--- src/rtl/mem_arbiter.sv ---
// Round-robin arbiter for icache/dcache line bursts onto one shared memory port.
// Owns request issue, write-beat streaming and read-beat routing back to the owner.
module mem_arbiter #(
    parameter int unsigned BEATS  = 4,
    parameter int unsigned ADDR_W = 32
) (
    input  logic              clk,
    input  logic              reset,

    input  logic              ic_req_valid,
    output logic              ic_req_ready,
    input  logic [ADDR_W-1:0] ic_req_addr,
    output logic              ic_resp_valid,
    output logic              ic_resp_last,
    output logic [31:0]       ic_resp_data,

    input  logic              dc_req_valid,
    output logic              dc_req_ready,
    input  logic              dc_req_we,
    input  logic [ADDR_W-1:0] dc_req_addr,
    input  logic              dc_wdata_valid,
    output logic              dc_wdata_ready,
    input  logic [31:0]       dc_wdata,
    output logic              dc_resp_valid,
    output logic              dc_resp_last,
    output logic [31:0]       dc_resp_data,

    output logic              mem_req_valid,
    input  logic              mem_req_ready,
    output logic              mem_req_we,
    output logic [ADDR_W-1:0] mem_req_addr,
    output logic              mem_wdata_valid,
    input  logic              mem_wdata_ready,
    output logic [31:0]       mem_wdata,
    input  logic              mem_resp_valid,
    input  logic [31:0]       mem_resp_data
);

    localparam int unsigned CNT_W = $clog2(BEATS);
    localparam int unsigned OFF_W = $clog2(BEATS * 4);
    localparam logic [CNT_W-1:0] LAST_BEAT = CNT_W'(BEATS - 1);

    typedef enum logic [1:0] {
        ST_IDLE,
        ST_REQ,
        ST_WDATA,
        ST_RDATA
    } state_e;

    state_e            state_q;
    logic              owner_q;
    logic              we_q;
    logic              last_grant_q;
    logic [ADDR_W-1:0] addr_q;
    logic [CNT_W-1:0]  beat_cnt_q;

    logic              in_idle;
    logic              in_req;
    logic              in_wdata;
    logic              in_rdata;
    logic              gnt_d;
    logic              req_hs;
    logic [ADDR_W-1:0] req_addr;
    logic [ADDR_W-1:0] addr_d;
    logic              wdata_hs;
    logic              rbeat;
    logic              at_last;

    assign in_idle  = (state_q == ST_IDLE);
    assign in_req   = (state_q == ST_REQ);
    assign in_wdata = (state_q == ST_WDATA);
    assign in_rdata = (state_q == ST_RDATA);

    // Winner among current requesters: on a tie, whoever was not granted last.
    always_comb begin
        gnt_d = 1'b0;
        if (ic_req_valid && dc_req_valid) begin
            gnt_d = ~last_grant_q;
        end else if (dc_req_valid) begin
            gnt_d = 1'b1;
        end
    end

    assign req_hs       = in_idle && (ic_req_valid || dc_req_valid);
    assign ic_req_ready = in_idle && ic_req_valid && !gnt_d;
    assign dc_req_ready = in_idle && dc_req_valid && gnt_d;
    assign req_addr     = gnt_d ? dc_req_addr : ic_req_addr;
    assign addr_d       = {req_addr[ADDR_W-1:OFF_W], {OFF_W{1'b0}}};

    assign wdata_hs = in_wdata && dc_wdata_valid && mem_wdata_ready;
    assign rbeat    = in_rdata && mem_resp_valid;
    assign at_last  = (beat_cnt_q == LAST_BEAT);

    always_ff @(posedge clk) begin
        if (reset) begin
            state_q      <= ST_IDLE;
            owner_q      <= 1'b0;
            we_q         <= 1'b0;
            last_grant_q <= 1'b0;
            addr_q       <= '0;
            beat_cnt_q   <= '0;
        end else begin
            case (state_q)
                ST_IDLE: begin
                    if (req_hs) begin
                        owner_q      <= gnt_d;
                        we_q         <= gnt_d & dc_req_we;
                        addr_q       <= addr_d;
                        last_grant_q <= gnt_d;
                        state_q      <= ST_REQ;
                    end
                end
                ST_REQ: begin
                    if (mem_req_ready) begin
                        beat_cnt_q <= '0;
                        state_q    <= we_q ? ST_WDATA : ST_RDATA;
                    end
                end
                ST_WDATA: begin
                    if (wdata_hs) begin
                        beat_cnt_q <= beat_cnt_q + CNT_W'(1);
                        if (at_last) begin
                            state_q <= ST_IDLE;
                        end
                    end
                end
                ST_RDATA: begin
                    if (rbeat) begin
                        beat_cnt_q <= beat_cnt_q + CNT_W'(1);
                        if (at_last) begin
                            state_q <= ST_IDLE;
                        end
                    end
                end
                default: state_q <= ST_IDLE;
            endcase
        end
    end

    // Memory-side request and write streaming; everything gated to 0 when inactive.
    assign mem_req_valid   = in_req;
    assign mem_req_we      = in_req & we_q;
    assign mem_req_addr    = in_req ? addr_q : '0;
    assign mem_wdata_valid = in_wdata & dc_wdata_valid;
    assign dc_wdata_ready  = in_wdata & mem_wdata_ready;
    assign mem_wdata       = in_wdata ? dc_wdata : '0;

    // Read beats go only to the owner; data follows the gated valid.
    assign ic_resp_valid = rbeat & ~owner_q;
    assign dc_resp_valid = rbeat & owner_q;
    assign ic_resp_last  = ic_resp_valid & at_last;
    assign dc_resp_last  = dc_resp_valid & at_last;
    assign ic_resp_data  = ic_resp_valid ? mem_resp_data : '0;
    assign dc_resp_data  = dc_resp_valid ? mem_resp_data : '0;

endmodule
--- config.mk ---
export PLATFORM = sky130hd
export DESIGN_NAME = mem_arbiter
export DESIGN_NICKNAME = d
export VERILOG_FILES = /design/src/rtl/mem_arbiter.sv
export SDC_FILE = /design/constraint.sdc
export NUM_CORES = 1
export LEC_CHECK = 0
export ABC_AREA = 1
export CORE_AREA = 3 3 105 107
export CTS_BUF_LIST = sky130_fd_sc_hd__clkbuf_4 sky130_fd_sc_hd__clkbuf_8
export DETAILED_ROUTE_END_ITERATION = 10
export DIE_AREA = 0 0 108 110
export PLACE_DENSITY = 0.77
export SYNTH_ARGS = -nofsm -noshare
export SYNTH_HDL_FRONTEND = slang
export SYNTH_SLANG_ARGS = --single-unit
--- constraint.sdc ---
create_clock -name clk -period 2.34 [get_ports clk]
set_input_delay 0.468 -clock clk [delete_from_list [all_inputs] [get_ports clk]]
set_output_delay 0.468 -clock clk [all_outputs]
set_load 0.01 [all_outputs]
# After elaboration in Yosys (flattened, before gate mapping)
# Cells that the tools add are included.
# Widths: inputs -> output; s select.
dict set report word_totals {
  ff_bits 34
  elab_cells 57
  out_inout_bits 138
  input_bits 137
}
dict set report classes {
  reduce_logical 16
  mux 18
  n_eq_ne 8
  add_sub_neg 1
  n_bitwise 9
}
# op n
set op_table {}
lappend op_table {{$mux 32} 5}
lappend op_table {{$mux 2} 8}
lappend op_table {{$logic_and 1x1->1} 9}
lappend op_table {{$and 1x1->1} 8}
lappend op_table {{$pmux 2 s4} 1}
lappend op_table {{$reduce_and 4->1} 2}
lappend op_table {{$eq 2x2->1 const B} 3}
lappend op_table {{$ne 2x1->1 const B} 3}
lappend op_table {{$pmux 2 s3} 1}
lappend op_table {{$mux 1} 3}
lappend op_table {{$reduce_bool 3->1} 1}
lappend op_table {{$add 2x1->2 const B} 1}
lappend op_table {{$eq 2x1->1 const B} 1}
lappend op_table {{$logic_not 2->1} 1}
lappend op_table {{$ne 2x2->1 const B} 1}
lappend op_table {{$reduce_and 2->1} 1}
lappend op_table {{$logic_not 1->1} 1}
lappend op_table {{$logic_or 1x1->1} 1}
lappend op_table {{$not 1->1} 1}

# Logic depth before layout (Yosys ltp)
dict set report depth {
  depth_word 5
  ltp_mapped 9
  ltp_nobuf 7
}

# Least setup slack after synthesis
# OpenSTA, ideal clock, no wires.
dict set report synth_timing {
  path_type {reg-to-output}
  start {register state_q[1]}
  end {output port dc_resp_data[0]}
  path_buffers 2
  t_required_ns 1.872
  slack_ns 0.682
  t_arrival_ns 1.190
  stages_incl_launch_ff 7
  cell_sequence {dfxtp_1 buf_6 nand3_4 nor2_4 inv_2 buf_6 nor2_1}
}
dict set report synth_via {
  elab_chain_cells 4
}
# element line
set synth_lines {}
lappend synth_lines {{start: declaration} 50} ;# state_e state_q;
lappend synth_lines {{start signal: assignment} 116} ;# state_q <= we_q ? ST_WDATA : ST_RDATA;
lappend synth_lines {{$eq 2x2->1} 72} ;# assign in_rdata = (state_q == ST_RDATA);
lappend synth_lines {{$logic_and 1x1->1} 91} ;# assign rbeat = in_rdata && mem_resp_valid;
lappend synth_lines {{$and 1x1->1} 150} ;# assign dc_resp_valid = rbeat & owner_q;
lappend synth_lines {{named net dc_resp_valid} 24} ;# output logic dc_resp_valid,
lappend synth_lines {{$mux 32} 154} ;# assign dc_resp_data = dc_resp_valid ? mem_resp_data : '0;
lappend synth_lines {{end: declaration} 26} ;# output logic [31:0] dc_resp_data,
# The timed path passes the listed nets, and every way through them passes these cells.

# Worst setup path after layout
dict set report layout_timing {
  start {input port mem_resp_valid}
  end {output port dc_resp_valid}
}
dict set report layout_via {
  elab_chain_cells 2
}
# element line
set layout_lines {}
lappend layout_lines {{start: declaration} 35} ;# input logic mem_resp_valid,
lappend layout_lines {{$logic_and 1x1->1} 91}
lappend layout_lines {{$and 1x1->1} 150}
lappend layout_lines {{end: declaration} 24}
# Every way passes these cells.

==> results.txt <==
Initial core utilization: 0.2753
Drt via density: 4.202
Ys Warns: 0
Multi-input logic area: 1396 um^2
Vias in the first global route: 3337
Total die area: 11880 um^2
Placed cells: 868
N_diodes: 0
Adder-cell share of the synthesized area: 0.004442
Mapped Avg Cell Area: 5.724 um^2
DP HPWL: 9620 um
Startpoint Class: primary input
Die Wd: 108 um
I/O pins: 275
Class of the worst hold path: flop to flop
Slew HR: 0.4580
Largest family of logic cells by synthesized area: simple AND/OR/NAND/NOR gates
Flop pwr share: 0.248
Fin nets: 877
Post-route insts no fill: 876
Post-synthesis simple-gate area fraction: 0.2901
Crit-path cells: clkdlybuf4s50_1, nand3_4, nor2_4, clkdlybuf4s50_1
Design area: 5524 um^2
Clock power frac: 0.126
Synth top area cells: dfxtp_1 24%, nor2_1 22%, inv_1 17%
Biggest area consumer among synthesized cells: dfxtp_1
Fill cells: 1036
DRT iter0 DRCs: 238
Die height: 110 um
Post-Syn Area: 2816 um^2
Setup slack, reg-to-reg: 0.74 ns
Fin. Hold Viols: 0
Number of detailed-route iterations in the first pass: 4
Pwr dens: 664.8 nW/um^2
Synthesis-to-layout area growth: 96.14%
Ys flop type: dfxtp_1
Top delay family on crit path: buffers and inverters
Clk slew on worst S/H paths: 0.07 ns
Maximum vdd drop: 0.0003380 V
Leakage: 3.110 nW
CP required: 1.87 ns
All-Layer GR Usage: 0.1738
Grt total ovfl: 0
CTS max path bufs: 2
Asr flop ratio synth: 0
Sw Share: 0.4192
Synthesized flop and latch total: 34
Setup Viol. Count Final: 0
CP Capture Type: primary output
Skew final: 0.005545 ns
Vias: 3681
Mux cell area share after synthesis: 0
CTS Hold Bufs: 0
Routed WL per cell: 13.21 um
WS Path Type: primary input to primary output
WL final: 11570 um
Core area: 10230 um^2
Synth Area in XOR/XNOR: 0
Max Transition Viols Final: 0
Post-synth top area share: 0.2417
Crit-path slowest cell: clkdlybuf4s50_1
Num rows: 37
WP data arrival: 1.82 ns
CP peak stage delay: 0.58 ns
Clock Latency Late Sink: 0.28 ns
Clk root buf: clkbuf_8
Minimum clock period: 2.286 ns
Placer Congestion: 0.7472
Critical path buffers and inverters: 2
MaxCap Viol Count: 0
Cell count after synthesis: 492
Layout cells sized above 1: 0.06892
Pin count of the biggest net entering global routing: 57
Internal Pwr Total: 2.133 mW
Post-DP Area: 5461 um^2
Cts bufs inserted: 5
Routed Antenna Nets: 0
H-tree depth: 2
Post-synth top cells: 165 x nor2_1, 131 x inv_1, 46 x o21ai_0
Setup bufs post-CTS: 0
Sequential area share after synthesis: 0.2417
DR DRC count: 0
Slew @ Worst Pin: 0.8121 ns
Critical Path Fanout Max: 2
Resized Gates After CTS: 71
Wire length of the first global-routing pass: 16300 um
Gate power share: 0.626
Port bufs: 262
Psw: 1.540 mW
Clock net sink count: 34
Synth Area in Compound Gates: 0.1932
Post-synth EDFFs: 0
CTS tree: done
Crit-path most repeated cell: clkdlybuf4s50_1
Synth unique cells: 27
Most numerous cell in the Yosys netlist: nor2_1
Outcome: completed
Fmax: 0.4374 GHz
Initial antenna violation count: 1
Seq. cell area: 683.2 um^2
Final worst path period share: 0.9771
-- area by class of cell --
type                    instances  area share
repair buffers                270      0.4820
flip-flops and latches         34      0.1237
well taps                     136     0.03080
multi-input cells             293      0.2528
clock inverters                 1   0.0009060
clock buffers                   7     0.01631
inverters                     135     0.09354
-- worst min-delay path, stage by stage (launching register included) --
cell and delay (ns):
dfxtp_1 0.32, nand2_1 0.06, a21oi_1 0.05
-- power groups by stage --
stage	clock, mW	sequential [mW]	combinational, mW
2_1_floorplan	0	0.877	1.43
5_1_grt	0.505	0.941	2.55
3_3_place_gp	0	0.912	2.31
4_1_cts	0.474	0.912	2.34
6_report	0.462	0.911	2.30
3_5_place_dp	0	0.920	2.35
-- stage by stage --
step / setup TNS, ns / power [mW] / hold slack [ns] / worst slack [ns] / utilization
3_3_place_gp: -16.16 / 3.218 / 0.4762 / -0.2588 / 0.5338
5_1_grt: -0.01119 / 3.999 / 0.5359 / -0.01119 / 0.5399
3_5_place_dp: -17.58 / 3.273 / 0.4809 / -0.3108 / 0.5338
2_1_floorplan: 0 / 2.304 / 0.4504 / 0.6823 / -
4_1_cts: -0.1351 / 3.723 / 0.4924 / -0.1351 / 0.5361
6_report: 0 / 3.673 / 0.4852 / 0.05361 / 0.5399
-- cell usage in the layout, fill, tap and decap left out --
cell and count:
clkdlybuf4s50_1 181, nor2_1 165, inv_1 131, dlygate4sd2_1 66, o21ai_0 46, dfxtp_1 32, a21oi_1 21, nand2_1 18
dlymetal6s2s_1 15, o21ai_2 10, a21oi_2 10, clkbuf_8 6, buf_4 6, conb_1 4, nor2_4 3, o21bai_1 3
inv_6 2, inv_2 2, nand3_1 2, nand3_2 2, nor3_1 2, buf_12 2, dfxtp_2 2, nand3_4 1
nor2_8 1, a21boi_4 1, or2_2 1, and2_1 1, nand4_1 1, ha_1 1, clkbuf_4 1, clkinv_2 1
-- state kept, by name, indices dropped and copies added (netlist names) --
signal / count
last_grant_q: 1
addr_q: 28
beat_cnt_q: 2
state_q: 2
we_q: 1
-- per-layer routing --
layer  global-route usage  up-vias  wire length [um]
met5                    0        -                13
met4              0.03427        2               110
li1                     -     1904                 -
met1               0.1742     1598              4184
met3              0.06348       12              1213
met2               0.3433      165              6050
-- final timing paths --
path	end	cells past startpoint	start
min reg2reg	we_q$_SDFFE_PP0P_	2	we_q$_SDFFE_PP0P_
max reg2reg	addr_q[30]$_SDFFE_PP0P_	5	last_grant_q$_SDFFE_PP0P_
min	we_q$_SDFFE_PP0P_	2	we_q$_SDFFE_PP0P_
max	dc_resp_valid	4	mem_resp_valid
-- kinds of logic after synthesis --
| family | after synthesis |
|---|---|
| buffers and inverters | 168 |
| DFF | 34 |
| AOI/OAI and AO/OA | 91 |
| adders and majority gates | 1 |
| and+or+nand+nor | 197 |
| other | 1 |
(Power assumes the default switching activity.)
